File: src/rtl/hpu_phase_ctrl.sv
// hpu_phase_ctrl: sequences one HPU job through config receive (COM),
// data receive/execute (RUN), pipeline drain (DRAIN) and result send (GEN).
// Mode lines, busy and done are decoded straight from the state register,
// so an asynchronous reset drops them immediately.
//
// Optional feature: define HPU_PHASE_CTRL_TIMEOUT_EN to build a stall
// watchdog that sets the sticky err flag and returns to IDLE when COM, RUN
// or GEN sees no counted beat for TIMEOUT_CYCLES consecutive cycles.
//
// Handshake: get_c / get_v are already-accepted beat strobes (valid & ready
// & mode) and are counted only in their own phase; a result beat counts when
// put_valid and put_ready are both high in GEN.
module hpu_phase_ctrl #(
  parameter int CNT_W          = 16,
  parameter int DRAIN_CYCLES   = 4,
  parameter int TIMEOUT_CYCLES = 1024
) (
  input  logic             clk,
  input  logic             rst,
  input  logic             start,
  input  logic             abort,
  input  logic [CNT_W-1:0] com_beats,
  input  logic [CNT_W-1:0] run_beats,
  input  logic [CNT_W-1:0] gen_beats,
  input  logic             get_c,
  input  logic             get_v,
  input  logic             put_valid,
  input  logic             put_ready,
  output logic             com,
  output logic             run,
  output logic             gen,
  output logic             busy,
  output logic             done,
  output logic             err,
  output logic [2:0]       state
);

  typedef enum logic [2:0] {
    S_IDLE  = 3'd0,
    S_COM   = 3'd1,
    S_RUN   = 3'd2,
    S_DRAIN = 3'd3,
    S_GEN   = 3'd4,
    S_DONE  = 3'd5
  } state_t;

  localparam logic [7:0]       DRAIN_INIT = 8'(DRAIN_CYCLES);
  localparam logic [CNT_W-1:0] CNT_ONE    = CNT_W'(1);

  state_t           state_q, state_d;
  logic [CNT_W-1:0] cnt_q, cnt_d;
  logic [CNT_W-1:0] com_len_q, com_len_d;
  logic [CNT_W-1:0] run_len_q, run_len_d;
  logic [CNT_W-1:0] gen_len_q, gen_len_d;
  logic [7:0]       drain_q, drain_d;
  logic             beat;

`ifdef HPU_PHASE_CTRL_TIMEOUT_EN
  localparam int STALL_W = $clog2(TIMEOUT_CYCLES + 1);
  localparam logic [STALL_W-1:0] STALL_LAST = STALL_W'(TIMEOUT_CYCLES - 1);
  logic [STALL_W-1:0] stall_q, stall_d;
  logic               err_q, err_d;
`endif

  // A beat counts only in the phase that owns its strobe.
  assign beat = ((state_q == S_COM) && get_c) ||
                ((state_q == S_RUN) && get_v) ||
                ((state_q == S_GEN) && put_valid && put_ready);

  // Next-state, beat counting, length latching and watchdog.
  always_comb begin
    state_d   = state_q;
    cnt_d     = cnt_q;
    com_len_d = com_len_q;
    run_len_d = run_len_q;
    gen_len_d = gen_len_q;
    drain_d   = drain_q;
`ifdef HPU_PHASE_CTRL_TIMEOUT_EN
    err_d     = err_q;
    stall_d   = '0;
`endif

    case (state_q)
      S_IDLE: begin
        if (start && !abort) begin
          com_len_d = com_beats;
          run_len_d = run_beats;
          gen_len_d = gen_beats;
`ifdef HPU_PHASE_CTRL_TIMEOUT_EN
          err_d     = 1'b0;
`endif
          if (com_beats != '0) begin
            state_d = S_COM;
            cnt_d   = com_beats;
          end else if (run_beats != '0) begin
            state_d = S_RUN;
            cnt_d   = run_beats;
          end else if (gen_beats != '0) begin
            state_d = S_GEN;
            cnt_d   = gen_beats;
          end else begin
            state_d = S_DONE;
          end
        end
      end
      S_COM: begin
        if (beat) begin
          cnt_d = cnt_q - CNT_ONE;
          if (cnt_q == CNT_ONE) begin
            if (run_len_q != '0) begin
              state_d = S_RUN;
              cnt_d   = run_len_q;
            end else if (gen_len_q != '0) begin
              state_d = S_GEN;
              cnt_d   = gen_len_q;
            end else begin
              state_d = S_DONE;
            end
          end
        end
      end
      S_RUN: begin
        if (beat) begin
          cnt_d = cnt_q - CNT_ONE;
          if (cnt_q == CNT_ONE) begin
            state_d = S_DRAIN;
            drain_d = DRAIN_INIT;
          end
        end
      end
      S_DRAIN: begin
        drain_d = drain_q - 8'd1;
        if (drain_q == 8'd1) begin
          if (gen_len_q != '0) begin
            state_d = S_GEN;
            cnt_d   = gen_len_q;
          end else begin
            state_d = S_DONE;
          end
        end
      end
      S_GEN: begin
        if (beat) begin
          cnt_d = cnt_q - CNT_ONE;
          if (cnt_q == CNT_ONE) begin
            state_d = S_DONE;
          end
        end
      end
      S_DONE: begin
        state_d = S_IDLE;
      end
      default: begin
        state_d = S_IDLE;
      end
    endcase

`ifdef HPU_PHASE_CTRL_TIMEOUT_EN
    // Watchdog counts only stalled cycles in the beat-driven phases; any
    // beat or state change leaves stall_d at its cleared default.
    if (((state_q == S_COM) || (state_q == S_RUN) || (state_q == S_GEN)) &&
        !beat) begin
      if (stall_q == STALL_LAST) begin
        state_d = S_IDLE;
        err_d   = 1'b1;
      end else begin
        stall_d = stall_q + STALL_W'(1);
      end
    end
`endif

    // Abort wins over start, phase completion and timeout.
    if (abort) begin
      state_d = S_IDLE;
`ifdef HPU_PHASE_CTRL_TIMEOUT_EN
      err_d   = err_q;
      stall_d = '0;
`endif
    end
  end

  // State, counter and latched lengths.
  always_ff @(posedge clk or posedge rst) begin
    if (rst) begin
      state_q   <= S_IDLE;
      cnt_q     <= '0;
      com_len_q <= '0;
      run_len_q <= '0;
      gen_len_q <= '0;
      drain_q   <= '0;
    end else begin
      state_q   <= state_d;
      cnt_q     <= cnt_d;
      com_len_q <= com_len_d;
      run_len_q <= run_len_d;
      gen_len_q <= gen_len_d;
      drain_q   <= drain_d;
    end
  end

`ifdef HPU_PHASE_CTRL_TIMEOUT_EN
  // Stall counter and sticky timeout flag.
  always_ff @(posedge clk or posedge rst) begin
    if (rst) begin
      stall_q <= '0;
      err_q   <= 1'b0;
    end else begin
      stall_q <= stall_d;
      err_q   <= err_d;
    end
  end

  assign err = err_q;
`else
  assign err = 1'b0;
`endif

  assign com   = (state_q == S_COM);
  assign run   = (state_q == S_RUN);
  assign gen   = (state_q == S_GEN);
  assign busy  = (state_q != S_IDLE);
  assign done  = (state_q == S_DONE);
  assign state = state_q;

endmodule

File: config.mk
export PLATFORM = sky130hd
export DESIGN_NAME = hpu_phase_ctrl
export DESIGN_NICKNAME = d
export VERILOG_FILES = /design/src/rtl/hpu_phase_ctrl.sv
export SDC_FILE = /design/constraint.sdc
export NUM_CORES = 1
export LEC_CHECK = 0
export ABC_AREA = 1
export ABC_CLOCK_PERIOD_IN_PS = 2750
export BUFFER_PORTS_ARGS = -buffer_cell sky130_fd_sc_hd__buf_4
export CAP_MARGIN = 10
export CORE_MARGIN = 8
export CORE_UTILIZATION = 41
export CTS_CLUSTER_SIZE = 24
export DETAILED_ROUTE_END_ITERATION = 8
export PLACE_DENSITY_LB_ADDON = 0.1
export SLEW_MARGIN = 20
export SYNTH_ARGS = -nofsm -noshare
export SYNTH_HDL_FRONTEND = slang
export SYNTH_SLANG_ARGS = --single-unit
export TNS_END_PERCENT = 10
File: constraint.sdc
create_clock -name clk -period 2.75 [get_ports clk]
set_input_delay 0.275 -clock clk [delete_from_list [all_inputs] [get_ports clk]]
set_output_delay 0.275 -clock clk [all_outputs]
set_load 0.02 [all_outputs]
==> impl_results.md <==
- Startpoint Class: register
- Share of layout cells above drive strength 1: 13.36%
- Diodes inserted: 0
- WP data required: a little over 3000 ps
- TritonRoute pass-1 iters: 5
- Crit path cell chain: inv_1, nand3_2, clkinv_4, nand2_1, nand3_2, inv_2, o21ai_2, nand3_4, nor2_1, nand2_1, nand2_1
- Multi-input gate area: roughly 2700 um2
- Fill cells: between 1000 and 1500
- Area after DPL: 5345 um2
- Most frequent CP cell: nand2_1
- CTS tree: built
- Clk slew on worst S/H paths: ~60 ps
- EDFF count, synth: 0
- Max Fclk: 456.1 MHz
- Final Slew Violations: 0
- Register area share after synthesis: 31.20%
- Worst skew pair latency: 340 ps
- Area Growth Syn to Fin: 19.59%
- Antenna Nets Post-Route: 0
- P per Cell Area: between 1000 and 1500 nW/um2
- Final period util: 79.73%
- IO Port Bufs: 63
- Final TNS setup: 0 ps
- Crit path largest cell delay: ~440 ps
- Synth Cell Area: 4732 um2
- Detailed Route WL: 15580 um
- Post-DP HPWL: 12210 um
- DRT iter0 DRCs: 411
- Syn Nets: approximately 850
- Register area: 1476 um2
- IR drop worst, VDD: 0.0003705 V
- Most frequent cells in the layout: 272 x nand2_1, 137 x nor2_1, 97 x inv_1
- Die area: 15240 um2
- Max cap viols: 0
- Final number of hold-violating endpoints: 0
- Core region area: roughly 11000 um2
- DRC: 0
- Critical-path top delay cell: dfrtp_1
- Vias in the first global route: 4980
- Main area contributors after synthesis: dfrtp_1 31%, nand2_1 22%, nor2_1 11%
- CP max FO: 32
- Outcome: completed
- Rel. slew slack: 63.70%
- Routability Congestion: between 0.9 and 1
- Ports: 65
- Ys flop type: dfrtp_1
- Leakage power: 2.948 nW
- WP buf/inv: 3
- Clock sink count: 59
- Non-filler cells, final: 1004
- WP data arrival: 2460 ps
- Worst slew pin tran: ~540 ps
- Net count, final: 916
- Initial antenna violation count: 0
- Rows: 39
- GRT overflow: 0
- First-pass GRT wire length: roughly 26000 um
- Hold Path Class: primary input to register
- Unique masters post-synth: 38
- Post-CTS resize count: 0
- Syn_area_per_cell: around 6 um2
- RSZ-0062 raised after global routing: false
- Number of synthesized register bits: 59
- Die Y: 123.4 um
- Root buf cell: clkbuf_16
- Fraction of registers with async set/reset: 100.0%
- Via count: 5147
- Yosys top cell area share: 31.20%
- Cell family with the largest share of critical-path delay: simple AND/OR/NAND/NOR gates
- Crit Path Class: register to register
- Final Cell Area: 5659 um2
- Synth Warn #: 0
- Clock skew: 7.944 ps
- Post-DR vias/cell: 5.126
- Cells after Synth: a little under 800
- Fin crit period: 2193 ps
- Clock Tree Buf Depth: 2
- Crit path capture type: register
- Final setup fails: 0
- Commonest non-fill, non-tap cell in the layout: nand2_1
- Die W: 123.4 um
- Largest net degree at the start of global routing: 65
- Gr usage total: 21.46%
- Post-DR wirelength/cell: 15.51 um
- Initial Util: between 40% and 50%
- Num CTS Buffers: 9
- Htree depth: 3
- Cell count after placement: 987
- Largest area contributor in the netlist: dfrtp_1
metal layers:
metal	GRT usage, %	routed length [um]
met1	31.37	7666
met2	30.82	6598
met3	3.973	1021
met4	7.299	287
met5	0	0
synthesized netlist by cell type (all sizes together), types with 9 or more instances:
master and count:
nor2 142, nand4 12, xor2 9, nand3 53, a21oi 16, o21ai 52
nand2 277, o22ai 10, nor3 9, clkbuf 10, buf 14, dfrtp 59
inv 103
state kept, by name, indices dropped and copies added, names as in the netlist:
register and cells:
state 3, gen_len_q 16, run_len_q 16, drain_q 8, cnt_q 16
kinds of logic (layout without fill, tap and decap cells):
logic type                 after synthesis  in the layout  share of synthesized area (%)
other                                    1              1                        0.07925
adders and majority gates                4              4                          1.058
and+or+nand+nor                        496            496                          43.07
AOI/OAI and AO/OA                       94             94                          11.48
xor gates and xnor gates                10             10                          1.851
DFF                                     59             59                          31.20
buffers and inverters                  129            197                          11.26
stage by stage:
step	util [%]	hold slack, ps	worst slack (ps)	total power, mW
6_report	49.99	227.2	557.5	6.050
5_1_grt	49.99	251.6	394.9	6.565
4_1_cts	49.99	222.6	585.3	6.026
3_5_place_dp	47.21	327.2	605.8	4.839
3_3_place_gp	47.21	328.0	655.7	4.789
2_1_floorplan	-	440.4	835.8	3.996
final timing paths:
check,start,end,slack (ps),cells past startpoint
min reg2reg,gen_len_q[4],gen_len_q[4],490,2
min in group asynchronous,rst,gen_len_q[15],510,3
max reg2reg,state[1],cnt_q[14],560,11
min,gen_beats[0],gen_len_q[0],230,3
max in group asynchronous,rst,drain_q[1],1570,4
max,state[1],cnt_q[14],560,11
worst reg2reg max path, delay by kind of cell (launching register included):
family	cells	cell delay, ps
buffers and inverters	3	420
and+or+nand+nor	7	1200
AOI/OAI and AO/OA	1	80
DFF	1	440
timing repair:
item,CTS,global route
hold buffers,1,0
setup buffers,0,0
endpoints found under the hold margin,20,0
area by class of cell:
class	count	share of cell area, %
Clock inverter	6	1.150
Inverter	105	7.053
Multi-Input combinational cell	605	48.20
Tap cell	143	3.162
Clock buffer	10	4.223
Sequential cell	59	26.09
Timing Repair Buffer	76	10.13
power breakdown:
part           internal [mW]  switching, mW
Clock                  0.725          0.431
Sequential              1.31          0.449
Combinational           1.06           2.07
Total                   3.09           2.96
Power figures use the tool's default switching activity.
